--- src/rtl/multicycle_ctrl.sv ---
// Moore control FSM for the multicycle MIPS datapath: walks lw, sw, R-type, beq, bne,
// addi, andi, ori and j through fetch/decode/execute/memory/writeback with a timed memory handshake.
module multicycle_ctrl #(
  parameter int unsigned TIMEOUT_CYCLES = 255,
  parameter int unsigned CNT_W          = 8
) (
  input  logic       clk,
  input  logic       reset_n,
  input  logic [5:0] op,
  input  logic       zero,
  input  logic       mem_ready,
  output logic       mem_req,
  output logic       iord,
  output logic       memwrite,
  output logic       irwrite,
  output logic       pcen,
  output logic [1:0] pcsrc,
  output logic       alusrca,
  output logic [1:0] alusrcb,
  output logic [2:0] aluop,
  output logic       imm_ext,
  output logic       regdst,
  output logic       memtoreg,
  output logic       regwrite,
  output logic       instr_done,
  output logic       fault,
  output logic [3:0] state_o
);

  typedef enum logic [3:0] {
    FETCH  = 4'd0,
    DECODE = 4'd1,
    MEMADR = 4'd2,
    MEMRD  = 4'd3,
    MEMWB  = 4'd4,
    MEMWR  = 4'd5,
    RTEX   = 4'd6,
    RTWB   = 4'd7,
    BEQEX  = 4'd8,
    BNEEX  = 4'd9,
    ADDIEX = 4'd10,
    ANDIEX = 4'd11,
    ORIEX  = 4'd12,
    IWB    = 4'd13,
    JEX    = 4'd14,
    FAULT  = 4'd15
  } state_t;

  localparam logic [5:0] OP_LW   = 6'b100011;
  localparam logic [5:0] OP_SW   = 6'b101011;
  localparam logic [5:0] OP_RTYP = 6'b000000;
  localparam logic [5:0] OP_BEQ  = 6'b000100;
  localparam logic [5:0] OP_BNE  = 6'b000101;
  localparam logic [5:0] OP_ADDI = 6'b001000;
  localparam logic [5:0] OP_ANDI = 6'b001100;
  localparam logic [5:0] OP_ORI  = 6'b001101;
  localparam logic [5:0] OP_J    = 6'b000010;

  localparam logic [CNT_W-1:0] TIMEOUT_CNT = CNT_W'(TIMEOUT_CYCLES);

  typedef struct packed {
    logic       mem_req;
    logic       iord;
    logic       memwrite;
    logic       irwrite;
    logic       pcen;
    logic [1:0] pcsrc;
    logic       alusrca;
    logic [1:0] alusrcb;
    logic [2:0] aluop;
    logic       imm_ext;
    logic       regdst;
    logic       memtoreg;
    logic       regwrite;
    logic       instr_done;
    logic       fault;
  } ctrl_t;

  state_t           state, state_d;
  logic [CNT_W-1:0] wait_cnt, wait_cnt_d;
  logic             wait_state;
  logic             timed_out;
  ctrl_t            ctrl, ctrl_out;

  assign wait_state = state inside {FETCH, MEMRD, MEMWR};
  // mem_ready in the timeout cycle completes the access, so it masks the fault.
  assign timed_out  = (TIMEOUT_CYCLES != 0) && wait_state && !mem_ready
                      && (wait_cnt == TIMEOUT_CNT);

  // NOTE: sequential state uses non-blocking assignments so every flop samples
  // pre-edge values; blocking here would create order-dependent simulation races.
  always_ff @(posedge clk or negedge reset_n) begin
    if (!reset_n) begin
      state    <= FETCH;
      wait_cnt <= '0;
    end else begin
      state    <= state_d;
      wait_cnt <= wait_cnt_d;
    end
  end

  // NOTE: state_d gets a default before the case so no path leaves it unassigned,
  // which would otherwise infer a latch.
  always_comb begin
    state_d = state;
    unique case (state)
      FETCH: begin
        if (mem_ready)      state_d = DECODE;
        else if (timed_out) state_d = FAULT;
      end
      DECODE: begin
        unique case (op)
          OP_LW, OP_SW: state_d = MEMADR;
          OP_RTYP:      state_d = RTEX;
          OP_BEQ:       state_d = BEQEX;
          OP_BNE:       state_d = BNEEX;
          OP_ADDI:      state_d = ADDIEX;
          OP_ANDI:      state_d = ANDIEX;
          OP_ORI:       state_d = ORIEX;
          OP_J:         state_d = JEX;
          default:      state_d = FAULT;
        endcase
      end
      MEMADR: state_d = (op == OP_LW) ? MEMRD : MEMWR;
      MEMRD: begin
        if (mem_ready)      state_d = MEMWB;
        else if (timed_out) state_d = FAULT;
      end
      MEMWR: begin
        if (mem_ready)      state_d = FETCH;
        else if (timed_out) state_d = FAULT;
      end
      RTEX:                         state_d = RTWB;
      ADDIEX, ANDIEX, ORIEX:        state_d = IWB;
      MEMWB, RTWB, IWB:             state_d = FETCH;
      BEQEX, BNEEX, JEX:            state_d = FETCH;
      FAULT:                        state_d = FAULT;
      default:                      state_d = FAULT;
    endcase
  end

  // Each memory wait starts from zero; stalled cycles count up and hold at the limit.
  always_comb begin
    wait_cnt_d = wait_cnt;
    if ((state_d != state) && (state_d inside {FETCH, MEMRD, MEMWR})) begin
      wait_cnt_d = '0;
    end else if (wait_state && !mem_ready && (wait_cnt != TIMEOUT_CNT)) begin
      wait_cnt_d = wait_cnt + CNT_W'(1);
    end
  end

  always_comb begin
    ctrl = '0;
    unique case (state)
      FETCH: begin
        ctrl.mem_req = 1'b1;
        ctrl.alusrcb = 2'b01;
        ctrl.irwrite = mem_ready;
        ctrl.pcen    = mem_ready;
      end
      DECODE: ctrl.alusrcb = 2'b11;
      MEMADR: begin
        ctrl.alusrca = 1'b1;
        ctrl.alusrcb = 2'b10;
      end
      MEMRD: begin
        ctrl.mem_req = 1'b1;
        ctrl.iord    = 1'b1;
      end
      MEMWB: begin
        ctrl.regwrite   = 1'b1;
        ctrl.memtoreg   = 1'b1;
        ctrl.instr_done = 1'b1;
      end
      MEMWR: begin
        ctrl.mem_req    = 1'b1;
        ctrl.iord       = 1'b1;
        ctrl.memwrite   = 1'b1;
        ctrl.instr_done = mem_ready;
      end
      RTEX: begin
        ctrl.alusrca = 1'b1;
        ctrl.aluop   = 3'b010;
      end
      RTWB: begin
        ctrl.regwrite   = 1'b1;
        ctrl.regdst     = 1'b1;
        ctrl.instr_done = 1'b1;
      end
      BEQEX, BNEEX: begin
        ctrl.alusrca    = 1'b1;
        ctrl.aluop      = 3'b001;
        ctrl.pcsrc      = 2'b01;
        ctrl.pcen       = (state == BEQEX) ? zero : ~zero;
        ctrl.instr_done = 1'b1;
      end
      ADDIEX, ANDIEX, ORIEX: begin
        ctrl.alusrca = 1'b1;
        ctrl.alusrcb = 2'b10;
        ctrl.imm_ext = (state != ADDIEX);
        ctrl.aluop   = (state == ANDIEX) ? 3'b100 :
                       (state == ORIEX)  ? 3'b011 : 3'b000;
      end
      IWB: begin
        ctrl.regwrite   = 1'b1;
        ctrl.instr_done = 1'b1;
      end
      JEX: begin
        ctrl.pcsrc      = 2'b10;
        ctrl.pcen       = 1'b1;
        ctrl.instr_done = 1'b1;
      end
      FAULT:   ctrl.fault = 1'b1;
      default: ctrl.fault = 1'b1;
    endcase
  end

  // Reset gates the outputs combinationally so an aborted access drops its strobes at once.
  assign ctrl_out   = reset_n ? ctrl : '0;
  assign state_o    = reset_n ? state : 4'd0;

  assign mem_req    = ctrl_out.mem_req;
  assign iord       = ctrl_out.iord;
  assign memwrite   = ctrl_out.memwrite;
  assign irwrite    = ctrl_out.irwrite;
  assign pcen       = ctrl_out.pcen;
  assign pcsrc      = ctrl_out.pcsrc;
  assign alusrca    = ctrl_out.alusrca;
  assign alusrcb    = ctrl_out.alusrcb;
  assign aluop      = ctrl_out.aluop;
  assign imm_ext    = ctrl_out.imm_ext;
  assign regdst     = ctrl_out.regdst;
  assign memtoreg   = ctrl_out.memtoreg;
  assign regwrite   = ctrl_out.regwrite;
  assign instr_done = ctrl_out.instr_done;
  assign fault      = ctrl_out.fault;

endmodule

--- config.mk ---
export PLATFORM = sky130hd
export DESIGN_NAME = multicycle_ctrl
export DESIGN_NICKNAME = d
export VERILOG_FILES = /design/src/rtl/multicycle_ctrl.sv
export SDC_FILE = /design/constraint.sdc
export NUM_CORES = 1
export LEC_CHECK = 0
export ABC_CLOCK_PERIOD_IN_PS = 2700
export CORE_MARGIN = 4
export CORE_UTILIZATION = 49
export CTS_CLUSTER_DIAMETER = 50
export CTS_CLUSTER_SIZE = 16
export DETAILED_ROUTE_END_ITERATION = 10
export PLACE_DENSITY = 0.8
export REMOVE_ABC_BUFFERS = 1
export SETUP_SLACK_MARGIN = 0.1
export SYNTH_ARGS = -nofsm -noshare
export SYNTH_HDL_FRONTEND = slang
export SYNTH_SLANG_ARGS = --single-unit
--- constraint.sdc ---
create_clock -name clk -period 2.7 [get_ports clk]
set_input_delay 0.675 -clock clk [delete_from_list [all_inputs] [get_ports clk]]
set_output_delay 0.675 -clock clk [all_outputs]
set_load 0.01 [all_outputs]
==> qor.txt <==
iteration count of the initial detailed-routing pass: 4
Starting Density: 52.30%
Global Route Usage Sum: 24.91%
Final Cycle Share: 95.47%
DR vias/cell: 5.927
synth unique cells: 55
clk buf depth: 2
CTS Root Cell: clkbuf_4
clk_lat worst skew: 0.29 ns
Synth Register Bits: 12
max_slew headroom: 56.16%
Initial DRC Count: 95
Final Hold Fails: 0
chip height: 59.66 µm
grt ovf: 0
CP Launch Type: primary input
Avg WL per Cell: 16.93 µm
nets: 244
CP max FO: 8
outcome: finished clean
initial antenna violation count: 0
synthesized cell area: 1308 µm²
layout cells sized above 1: 33.19%
maxcap violations: 0
Worst Setup End Kind: flop
Critical Path RT: 2.89 ns
# H-tree levels: 1
slowest CP cell: or4_4
Cells after Synth: 175
max incr delay on CP: 0.50 ns
RSZ-0062 raised after global routing: yes
CP top delay family: simple AND/OR/NAND/NOR gates
setup violators final: 0
synthesis warning total: 0
Buffers on Ports: 32
Setup TNS: 0 ns
post-synth top area share: 22.97%
Worst-path clk slew: 0.08 ns
CP Class: in -> reg
Min Hold Slack: 0.5631 ns
# hold bufs at CTS: 0
Sink Count: 12
top cells by count, synth: nor2_1, nand2_1, dfrtp_1, a21oi_1
CTS tree: yes
Num CTS Buffers: 3
FFs w/ async S/R, synth: 100.0%
count leader, synth: nor2_1
first-pass GRT wire length: 7010 µm
Leak Pwr: 0.9634 nW
Cell Int Power: 1.003 mW
critical path cell sequence: buf_2 -> maj3_2 -> nor4_2 -> a2111oi_1 -> a211o_1 -> or4_4 -> a221oi_4 -> buf_6 -> nor2_1
Worst Skew: 0.0009207 ns
largest net degree at the start of global routing: 21
CP arrival: 2.76 ns
sequential area share after synthesis: 22.97%
die area: 3559 µm²
Placer Congestion: 0.9608
n_diodes: 0
Area growth, synth to finish: 48.90%
Min Clock Period, post-route: 2.578 ns
Synth area leaders: dfrtp_1, nor2_1, nand2_1
synthesized area per cell: 7.471 µm²
Switching Fraction: 48.80%
wirelength, routed: 4435 µm
number of synthesized flops with an enable pin: 0
Max Freq: 0.3880 GHz
critical path depth in cells: 9
antenna viol nets, final: 0
vias in the first global route: 1522
Power Dens Cells: 1006 nW/µm²
Peak VDD IR: 0.9651 mV
crit path buf inv count: 2
die width: 59.66 µm
Flop pwr share: 14.4%
Slew Limit Fails: 0
Slew @ Worst Pin: 0.6526 ns
core area: 2500 µm²
Cell Rows: 18
Synth Flop Type: dfrtp_1
worst r2r path cells: 8
Psw: 0.9562 mW
DRC viols: 0
clock share of power: 7.7%
DPL Wire Length: 3075 µm
largest area contributor in the netlist: dfrtp_1
via count: 1553
combinational share of power: 77.8%
Hold WC Path Type: reg -> reg
hold depth: 2
Top-Level Pins: 33
tightest hold or removal path, cell delays in order (launching register included):
cell and delay (ns):
dfrtp_1 0.37, xor2_1 0.08, nor2_1 0.08
registers in the layout, summed over array words and instances, names as in the netlist:
| signal | count |
|---|---|
| state | 4 |
| wait_cnt | 8 |
area by class of cell:
class | instances | area, µm²
multi-input combinational | 148 | 1030
fill | 177 | 553.0
timing repair buffer | 64 | 521.8
sequential | 12 | 302.8
tap | 30 | 37.54
clock buffer | 4 | 36.28
inverter | 4 | 18.77
power groups by stage:
stage	Sequential (mW)	Combinational [mW]	Clock [mW]
after floorplan	0.349	0.734	0
after global placement	0.284	1.31	0
after detailed placement	0.292	1.35	0
after CTS	0.283	1.44	0.152
after global routing	0.286	1.63	0.159
final	0.283	1.52	0.152
cells by family after synthesis:
family                     count (synthesis)  share of synthesized area (%)
AOI/OAI and AO/OA                         41                          24.98
xor gates and xnor gates                  10                          8.135
adders and majority gates                  2                          1.722
buffers and inverters                     15                          5.741
DFF                                       12                          22.97
and+or+nand+nor                           95                          36.46
final timing paths:
kind / from / to / slack (ns)
setup / recovery: op[1] / wait_cnt[2] / 0.12
hold / removal: wait_cnt[7] / wait_cnt[7] / 0.56
setup reg to reg: state[2] / wait_cnt[2] / 0.21
hold reg to reg: wait_cnt[7] / wait_cnt[7] / 0.56
max in group asynchronous: reset_n / state[0] / 1.66
min in group asynchronous: reset_n / state[3] / 0.88
layout by cell type, fill, tap and decap left out, drive strengths merged, types with 2 or more instances in the layout:
master        synthesis  final
buf                   6     36
nor2                 27     27
nand2                23     23
dlygate4sd2           0     17
dfrtp                12     12
a21oi                11     11
clkbuf                5     11
nor3                  8      8
nand3                 7      7
o21ai                 7      7
xor2                  7      7
and3                  5      5
nand2b                5      5
nor2b                 4      4
inv                   4      3
xnor2                 3      3
a211o                 2      2
and2                  2      2
dlymetal6s2s          0      2
nor4b                 2      2
or4                   2      2
or2                   2      2
o22ai                 2      2
a2111oi               2      2
nor3b                 2      2
o31ai                 2      2
what timing repair did:
action / CTS / global route
buffers inserted: 6 / 1
pin swaps: 7 / 9
setup endpoints to repair: 31 / 18
gates resized for setup: 51 / 37
per-layer routing:
| layer | track usage [%] | part of all wire, % |
|---|---|---|
| met4 | 6.646 | 1.2 |
| met2 | 40.12 | 51 |
| met1 | 34.62 | 42 |
| met3 | 3.672 | 6.0 |
| met5 | 0 | 0 |
through the flow:
step | util, % | instance area, µm² | power [mW] | std cells | setup slack (ns)
after floorplan | - | 1247 | 1.084 | 164 | 0.07484
after global placement | 72.22 | 1805 | 1.594 | 251 | -0.5498
after detailed placement | 72.22 | 1805 | 1.643 | 251 | -0.6481
after CTS | 75.88 | 1897 | 1.872 | 261 | -0.01958
after global routing | 77.88 | 1947 | 2.073 | 262 | 0.04945
final | 77.88 | 1947 | 1.959 | 262 | 0.1224
Note: power is estimated with default switching activity, not from simulation.
